--- config.mk ---
export PLATFORM = sky130hd
export DESIGN_NAME = coax_rx_packer
export DESIGN_NICKNAME = d
export VERILOG_FILES = /design/src/rtl/coax_pkg.sv /design/src/rtl/coax_byte_out.sv /design/src/rtl/coax_rx_packer.sv
export SDC_FILE = /design/constraint.sdc
export NUM_CORES = 1
export LEC_CHECK = 0
export CORE_ASPECT_RATIO = 0.6
export CORE_MARGIN = 3
export CORE_UTILIZATION = 46
export CTS_CLUSTER_DIAMETER = 60
export CTS_CLUSTER_SIZE = 8
export DETAILED_ROUTE_END_ITERATION = 10
export HOLD_SLACK_MARGIN = 0.05
export PLACE_DENSITY = 0.73
export SLEW_MARGIN = 20
export SYNTH_ARGS = -nofsm -noshare
export SYNTH_HDL_FRONTEND = slang
export SYNTH_SLANG_ARGS = --single-unit
--- constraint.sdc ---
create_clock -name clk -period 1.95 [get_ports clk]
set_clock_uncertainty 0.05 [all_clocks]
set_input_delay 0.39 -clock clk [delete_from_list [all_inputs] [get_ports clk]]
set_output_delay 0.39 -clock clk [all_outputs]
set_load 0.03 [all_outputs]
--- src/rtl/coax_pkg.sv ---
// Shared coax definitions: packer FSM states, stream header bytes, receiver error codes.
package coax_pkg;

    localparam int unsigned WORD_W = 10;
    localparam int unsigned BYTE_W = 8;

    typedef enum logic [3:0] {
        IDLE,
        SEND_HI,
        SEND_LO,
        SETTLE,
        ERR_HI,
        ERR_LO,
        ERR_WAIT,
        EOM_HI,
        EOM_LO
    } pack_state_t;

    localparam logic [BYTE_W-1:0] HDR_DATA  = 8'h00;
    localparam logic [BYTE_W-1:0] HDR_ERROR = 8'hC0;
    localparam logic [BYTE_W-1:0] HDR_EOM   = 8'h80;

    localparam logic [WORD_W-1:0] ERROR_OVERFLOW = 10'b0000001000;

    // Header byte: marker/error flags in bits 7:6, payload bits 9:8 in bits 1:0.
    function automatic logic [BYTE_W-1:0] hdr_byte(input logic [BYTE_W-1:0] hdr,
                                                   input logic [WORD_W-1:0] payload);
        return hdr | {6'b000000, payload[9:8]};
    endfunction

endpackage

--- src/rtl/coax_byte_out.sv ---
// Registered valid/ready byte holding register: load presents a byte, held until ready.
module coax_byte_out
    import coax_pkg::*;
(
    input  logic              clk,
    input  logic              reset,
    input  logic              load,
    input  logic [BYTE_W-1:0] load_data,
    input  logic              ready,
    output logic [BYTE_W-1:0] data,
    output logic              valid
);

    // A load in the same cycle as acceptance chains the next byte without a gap.
    always_ff @(posedge clk or negedge reset) begin
        if (!reset) begin
            data  <= '0;
            valid <= 1'b0;
        end else if (load) begin
            data  <= load_data;
            valid <= 1'b1;
        end else if (valid && ready) begin
            valid <= 1'b0;
        end
    end

endmodule

--- src/rtl/coax_rx_packer.sv ---
// Pops coax receiver FIFO words and serialises them as two-byte data/error/EOM pairs.
// Optional end-of-message pairs are enabled by defining COAX_RX_PACKER_EOM_EN.
module coax_rx_packer
    import coax_pkg::*;
#(
    parameter int unsigned SETTLE_CYCLES = 1
) (
    input  logic              clk,
    input  logic              reset,
    input  logic              rx_active,
    input  logic              rx_error,
    input  logic [WORD_W-1:0] rx_data,
    input  logic              rx_empty,
    output logic              rx_read_strobe,
    output logic [BYTE_W-1:0] out_data,
    output logic              out_valid,
    input  logic              out_ready,
    output logic              busy
);

    localparam int unsigned CNT_W = (SETTLE_CYCLES > 1) ? $clog2(SETTLE_CYCLES) : 1;
    localparam logic [CNT_W-1:0] SETTLE_LAST = CNT_W'(SETTLE_CYCLES - 1);

    pack_state_t       state_q;
    pack_state_t       state_d;
    logic [BYTE_W-1:0] word_reg;
    logic [BYTE_W-1:0] err_reg;
    logic [CNT_W-1:0]  settle_cnt;

    logic              accept;
    logic              load;
    logic [BYTE_W-1:0] load_byte;
    logic              pop;
    logic              latch_word;
    logic              latch_err;

`ifdef COAX_RX_PACKER_EOM_EN
    logic              saw_active;
    logic [BYTE_W-1:0] word_count;
    logic              eom_done;
`else
    logic              unused_rx_active;
    assign unused_rx_active = rx_active;
`endif

    assign accept = out_valid && out_ready;

    // Next state and byte-load decisions; IDLE priority is error, data, then end-of-message.
    always_comb begin
        state_d    = state_q;
        load       = 1'b0;
        load_byte  = '0;
        pop        = 1'b0;
        latch_word = 1'b0;
        latch_err  = 1'b0;
`ifdef COAX_RX_PACKER_EOM_EN
        eom_done   = 1'b0;
`endif
        case (state_q)
            IDLE: begin
                if (rx_error) begin
                    latch_err = 1'b1;
                    load      = 1'b1;
                    load_byte = hdr_byte(HDR_ERROR, rx_data);
                    state_d   = ERR_HI;
                end else if (!rx_empty) begin
                    latch_word = 1'b1;
                    pop        = 1'b1;
                    load       = 1'b1;
                    load_byte  = hdr_byte(HDR_DATA, rx_data);
                    state_d    = SEND_HI;
`ifdef COAX_RX_PACKER_EOM_EN
                end else if (saw_active && !rx_active) begin
                    load      = 1'b1;
                    load_byte = HDR_EOM;
                    state_d   = EOM_HI;
`endif
                end
            end
            SEND_HI: begin
                if (accept) begin
                    load      = 1'b1;
                    load_byte = word_reg;
                    state_d   = SEND_LO;
                end
            end
            SEND_LO: begin
                if (accept) state_d = SETTLE;
            end
            SETTLE: begin
                if (settle_cnt == SETTLE_LAST) state_d = IDLE;
            end
            ERR_HI: begin
                if (accept) begin
                    load      = 1'b1;
                    load_byte = err_reg;
                    state_d   = ERR_LO;
                end
            end
            ERR_LO: begin
                if (accept) state_d = ERR_WAIT;
            end
            ERR_WAIT: begin
                if (!rx_error) state_d = IDLE;
            end
`ifdef COAX_RX_PACKER_EOM_EN
            EOM_HI: begin
                if (accept) begin
                    load      = 1'b1;
                    load_byte = word_count;
                    state_d   = EOM_LO;
                end
            end
            EOM_LO: begin
                if (accept) begin
                    eom_done = 1'b1;
                    state_d  = IDLE;
                end
            end
`endif
            default: state_d = IDLE;
        endcase
    end

    // State, pop strobe, payload latches and settle timer.
    always_ff @(posedge clk or negedge reset) begin
        if (!reset) begin
            state_q        <= IDLE;
            busy           <= 1'b0;
            rx_read_strobe <= 1'b0;
            word_reg       <= '0;
            err_reg        <= '0;
            settle_cnt     <= '0;
        end else begin
            state_q        <= state_d;
            busy           <= (state_d != IDLE);
            rx_read_strobe <= pop;
            if (latch_word) word_reg <= rx_data[7:0];
            if (latch_err)  err_reg  <= rx_data[7:0];
            if (state_q == SETTLE) settle_cnt <= settle_cnt + CNT_W'(1);
            else                   settle_cnt <= '0;
        end
    end

`ifdef COAX_RX_PACKER_EOM_EN
    // Message tracking: activity seen since last EOM, and words sent in this message.
    always_ff @(posedge clk or negedge reset) begin
        if (!reset) begin
            saw_active <= 1'b0;
            word_count <= '0;
        end else begin
            if (rx_active)     saw_active <= 1'b1;
            else if (eom_done) saw_active <= 1'b0;
            if (pop)           word_count <= word_count + 8'd1;
            else if (eom_done) word_count <= '0;
        end
    end
`endif

    coax_byte_out u_byte_out (
        .clk       (clk),
        .reset     (reset),
        .load      (load),
        .load_data (load_byte),
        .ready     (out_ready),
        .data      (out_data),
        .valid     (out_valid)
    );

endmodule

# Word level (Yosys, flattened, before mapping)
# Index checks and enable logic that the tools add are counted.
[classes] n_addsub=1 n_eq_ne=6 mux=25 n_reduce_logical=5
[op_table] op="two-way mux 4 bit" n=8
[op_table] op="one-hot mux 4 bit (7 select lines)" n=1
[op_table] op="two-way mux 8 bit" n=3
[op_table] op="one-hot mux 8 bit (3 select lines)" n=1
[op_table] op="equality test 4 x 3 -> 1 bit (second input constant)" n=3
[op_table] op="two-way mux 1 bit" n=10
[op_table] op="equality test 4 x 2 -> 1 bit (second input constant)" n=2
[op_table] op="equality test 4 x 1 -> 1 bit (second input constant)" n=1
[op_table] op="zero test 4 bit" n=1
[op_table] op="nonzero test 4 bit" n=1
[op_table] op="two-way mux 2 bit" n=1
[op_table] op="one-hot mux 1 bit (2 select lines)" n=1
[op_table] op="nonzero test 2 bit" n=1
[op_table] op="OR reduction 2 bit" n=1
[op_table] op="adder 1 bit (second input constant)" n=1
[op_table] op="logical AND 1 bit" n=1
[word_totals] ff_bits=32 word_cells=45

# Logic depth before layout (Yosys ltp)
[logic_depth] word_depth=4 ltp_mapped=5

# Cells and area by module
# Synthesis repeated with hierarchy kept, for this count alone.
[hier_totals] hier_cells=115 hier_area_um2=1493.9
[by_module_without_submodules] module="coax_rx_packer" instances=1 cells_each=95 area_per_inst_um2=1124.8
[by_module_without_submodules] module="coax_byte_out" instances=1 cells_each=20 area_per_inst_um2=369.1

# Least setup slack after synthesis
# No wires, ideal clock.
[synth_path] path_kind="reg-to-reg" start="register state_q[1]" end="register word_reg[0]" setup_ps=125 arrival_time_ps=1719 required_time_ps=1775 slack_ps=56 stages_incl_launch_ff=5 path_cell_list="dfrtp_1 > or4_1 > or3_4 > buf_6 > mux2_4"
[synth_between] elab_chain_cells=2
[synth_rtl] element="from (decl)" line_no="coax_rx_packer.sv:24" text="pack_state_t state_q;"
[synth_rtl] element="from (signal assigned)" line_no="coax_rx_packer.sv:135" text="state_q <= state_d;"
[synth_rtl] element="zero test 4 bit" line_no="coax_rx_packer.sv:59" text="case (state_q)"
[synth_rtl] element="two-way mux 1 bit" line_no="coax_rx_packer.sv:59"
[synth_rtl] element="to (signal assigned)" line_no="coax_rx_packer.sv:138" text="if (latch_word) word_reg <= rx_data[7:0];"
[synth_rtl] element="to (decl)" line_no="coax_rx_packer.sv:26" text="logic [BYTE_W-1:0] word_reg;"
# No other way between the ends.
# A chain may end at the register's enable or synchronous reset.

# Final worst setup path
[layout_path] start="register state_q[1]" end="register word_reg[4]"
# The elaborated chain is that of the path after synthesis.

==> results.md <==
- Metal1 wirelength: 1.45 mm
- Clk_lat worst skew: 290 ps
- CTS Hold Bufs: 0
- CP cell instances: or4_4 > or3_4 > mux2_4
- Commonest cells in the netlist: 32 x dfrtp_1, 12 x nand2_1, 10 x mux2_2
- Area of the mapped netlist: 0.00146 mm²
- Post-synthesis cell count: 124
- Yosys reg bits: 32
- Vias in the first global route: 1156
- CP startpoint: state_q[1]$_DFF_PN0_
- Outcome: completed
- Switching part of the total: 30.0%
- Number of synthesized flops with an enable pin: 0
- Final ANT Viol Nets: 0
- Asr flop ratio synth: 100%
- Final max-slew violation count: 0
- Nets: 179
- # IOs: 27
- Slowest cell delay on critical path: 550 ps
- Yosys top cell area share: 54.8%
- Htree depth: 2
- CP Class: reg -> reg
- Crit Path Max Fanout: 11
- Req. time, crit path: 2070 ps
- Share of cells above drive strength 1: 24.5%
- Die height: 49.7 µm
- Post-Route Setup TNS: 0 ps
- CP arrival: 2010 ps
- Top cell type by total area after synthesis: dfrtp_1
- Gr usage total: 18.9%
- Pwr/cell area: 1090 mW/mm²
- Clock tree buffer depth: 2
- First-pass GRT wire length: 5.53 mm
- Routed met2 length: 1.54 mm
- Die W: 78.8 µm
- Combinational power share: 29.5%
- CP Buf/Inv Count: 0
- Mean post-synth cell area: 11.8 µm²
- Starting density of the core: 49.6%
- Unique cell type count in the Yosys netlist: 29
- Largest cells by area after synthesis: dfrtp_1 55%, mux2_2 7.7%, mux2_4 7.2%
- Dpl hpwl: 2.34 mm
- Unrepaired setup endpoints after global routing: false
- Setup crit start kind: register
- # Post-CTS Setup Buffers: 0
- RR Startpoint: state_q[1]$_DFF_PN0_
- I/O Buffers: 25
- Fmax: 0.530 GHz
- Met3 Wirelength: 229 µm
- Setup slack, reg-to-reg: 60 ps
- TritonCTS buffer count: 5
- Yosys warns: 0
- P_int: 1.48 mW
- Stages on the worst setup path: 3
- Worst r2r path cells: 3
- P_leak: 0.891 nW
- Hold_sp: u_byte_out.data[6]$_DFFE_PN0P_
- Drt initial violations: 40
- Setup violators final: 0
- Seq/Total Area, Yosys: 54.8%
- Total grt overflow: 0
- Pin count of the biggest net entering global routing: 33
- Final period utilization: 96.8%
- Final Hold Viols: 0
- DR pass1 iterations: 4
- Seq pwr share: 44.6%
- Setup slack at placement: -179 ps
- Crit path capture: word_reg[4]$_DFFE_PN0P_
- Dominant cell by count in the synthesized netlist: dfrtp_1
- Area Overhead vs Synth: 32.2%
- CTS tree: built
- Max Cap Violations: 0
- Post-Route WL: 3.30 mm
- Ys flop type: dfrtp_1
- Diode count: 0
- Sw power: 0.634 mW
- Vias/cell: 5.45
- Crit path max-delay family: simple AND/OR/NAND/NOR gates
- # DRC: 0
- Min-Delay Path Class: reg -> reg
- Fin crit period: 1890 ps
- Core Footprint: 0.00295 mm²
- Initial antenna violation count: 0
- Root Buffer: clkbuf_8
- Power after layout: 2.11 mW
- Clk sink count: 32
- Slowest CP cell: or4_4
- FF-to-FF End: word_reg[4]$_DFFE_PN0P_
- CP Capture Type: register
- Syn Nets: 140
- Util after Layout: 65.6%
- Top sig layer: met4
- Row cnt: 15
- Reg clk slew, reported paths: 60 ps
- Clock power frac: 25.9%
- Final WS setup: 61.5 ps
- Average wire per standard cell: 16.1 µm
- DR vias: 1117
- Die area: 0.00391 mm²
- RD Place Congestion: 0.859
- VDD IR max: 0.685 mV
## layer usage
layer  global-route usage, %  vias to the layer above
met5                       0                        -
met4                    10.2                        0
met3                    5.66                        9
met2                    28.9                       39
met1                    24.1                      549
li1                        -                      520
## layout by cell type (no fill, tap or decap), types with 3 or more instances in the layout
cell type / instances
clkdlybuf4s50_1: 25
a22oi_1: 5
inv_1: 5
mux2_2: 10
mux2_4: 7
and3_1: 4
a221o_1: 6
nor2b_1: 3
buf_4: 12
nand2_1: 12
clkbuf_8: 7
dfrtp_1: 32
nor2_1: 9
o21ai_0: 8
## power groups by stage
stage / registers (mW) / clock network, mW / logic [mW]
after global placement: 0.937 / 0 / 0.603
after global routing: 0.962 / 0.591 / 0.666
after floorplan: 1.03 / 0 / 0.274
after CTS: 0.940 / 0.564 / 0.625
after detailed placement: 0.947 / 0 / 0.622
final: 0.943 / 0.547 / 0.623
## per-stage QoR
stage | cells | hold slack (ps) | area, µm²
after detailed placement | 198 | 416 | 1830
after global routing | 205 | 456 | 1930
final | 205 | 429 | 1930
after floorplan | 124 | 44.4 | 1460
after global placement | 198 | 407 | 1830
after CTS | 205 | 430 | 1930
## final cells by class
cell class | instances | area, µm²
Inverter | 5 | 18.8
Clock buffer | 7 | 96.3
Sequential cell | 32 | 801
Timing Repair Buffer | 37 | 340
Multi-Input combinational cell | 82 | 623
Fill cell | 241 | 1010
Tap cell | 42 | 52.6
## logic make-up after synthesis
logic type	count (synthesis)	synth area share, %
AO/OA/AOI/OAI	26	12.7
buffers and inverters	10	3.08
flip-flops	32	54.8
multiplexers	17	14.9
other	1	0.257
AND/OR/NAND/NOR	38	14.3
## worst min path at each step
stage / end / slack [ps] / depth (start not counted)
detailed placement: u_byte_out.data[6]$_DFFE_PN0P_ / 420 / 1
global placement: settle_cnt$_DFF_PN0_ / 410 / 1
finish: u_byte_out.data[6]$_DFFE_PN0P_ / 430 / 1
CTS: u_byte_out.data[6]$_DFFE_PN0P_ / 430 / 1
floorplan: busy$_DFF_PN0_ / 40 / 0
global route: u_byte_out.data[6]$_DFFE_PN0P_ / 460 / 1
## timing repair
action	4_1_cts	5_1_grt
resized for setup	1	1
cloned	0	0
setup endpoints to repair	2	1
Note: power is estimated with default switching activity, not from simulation.
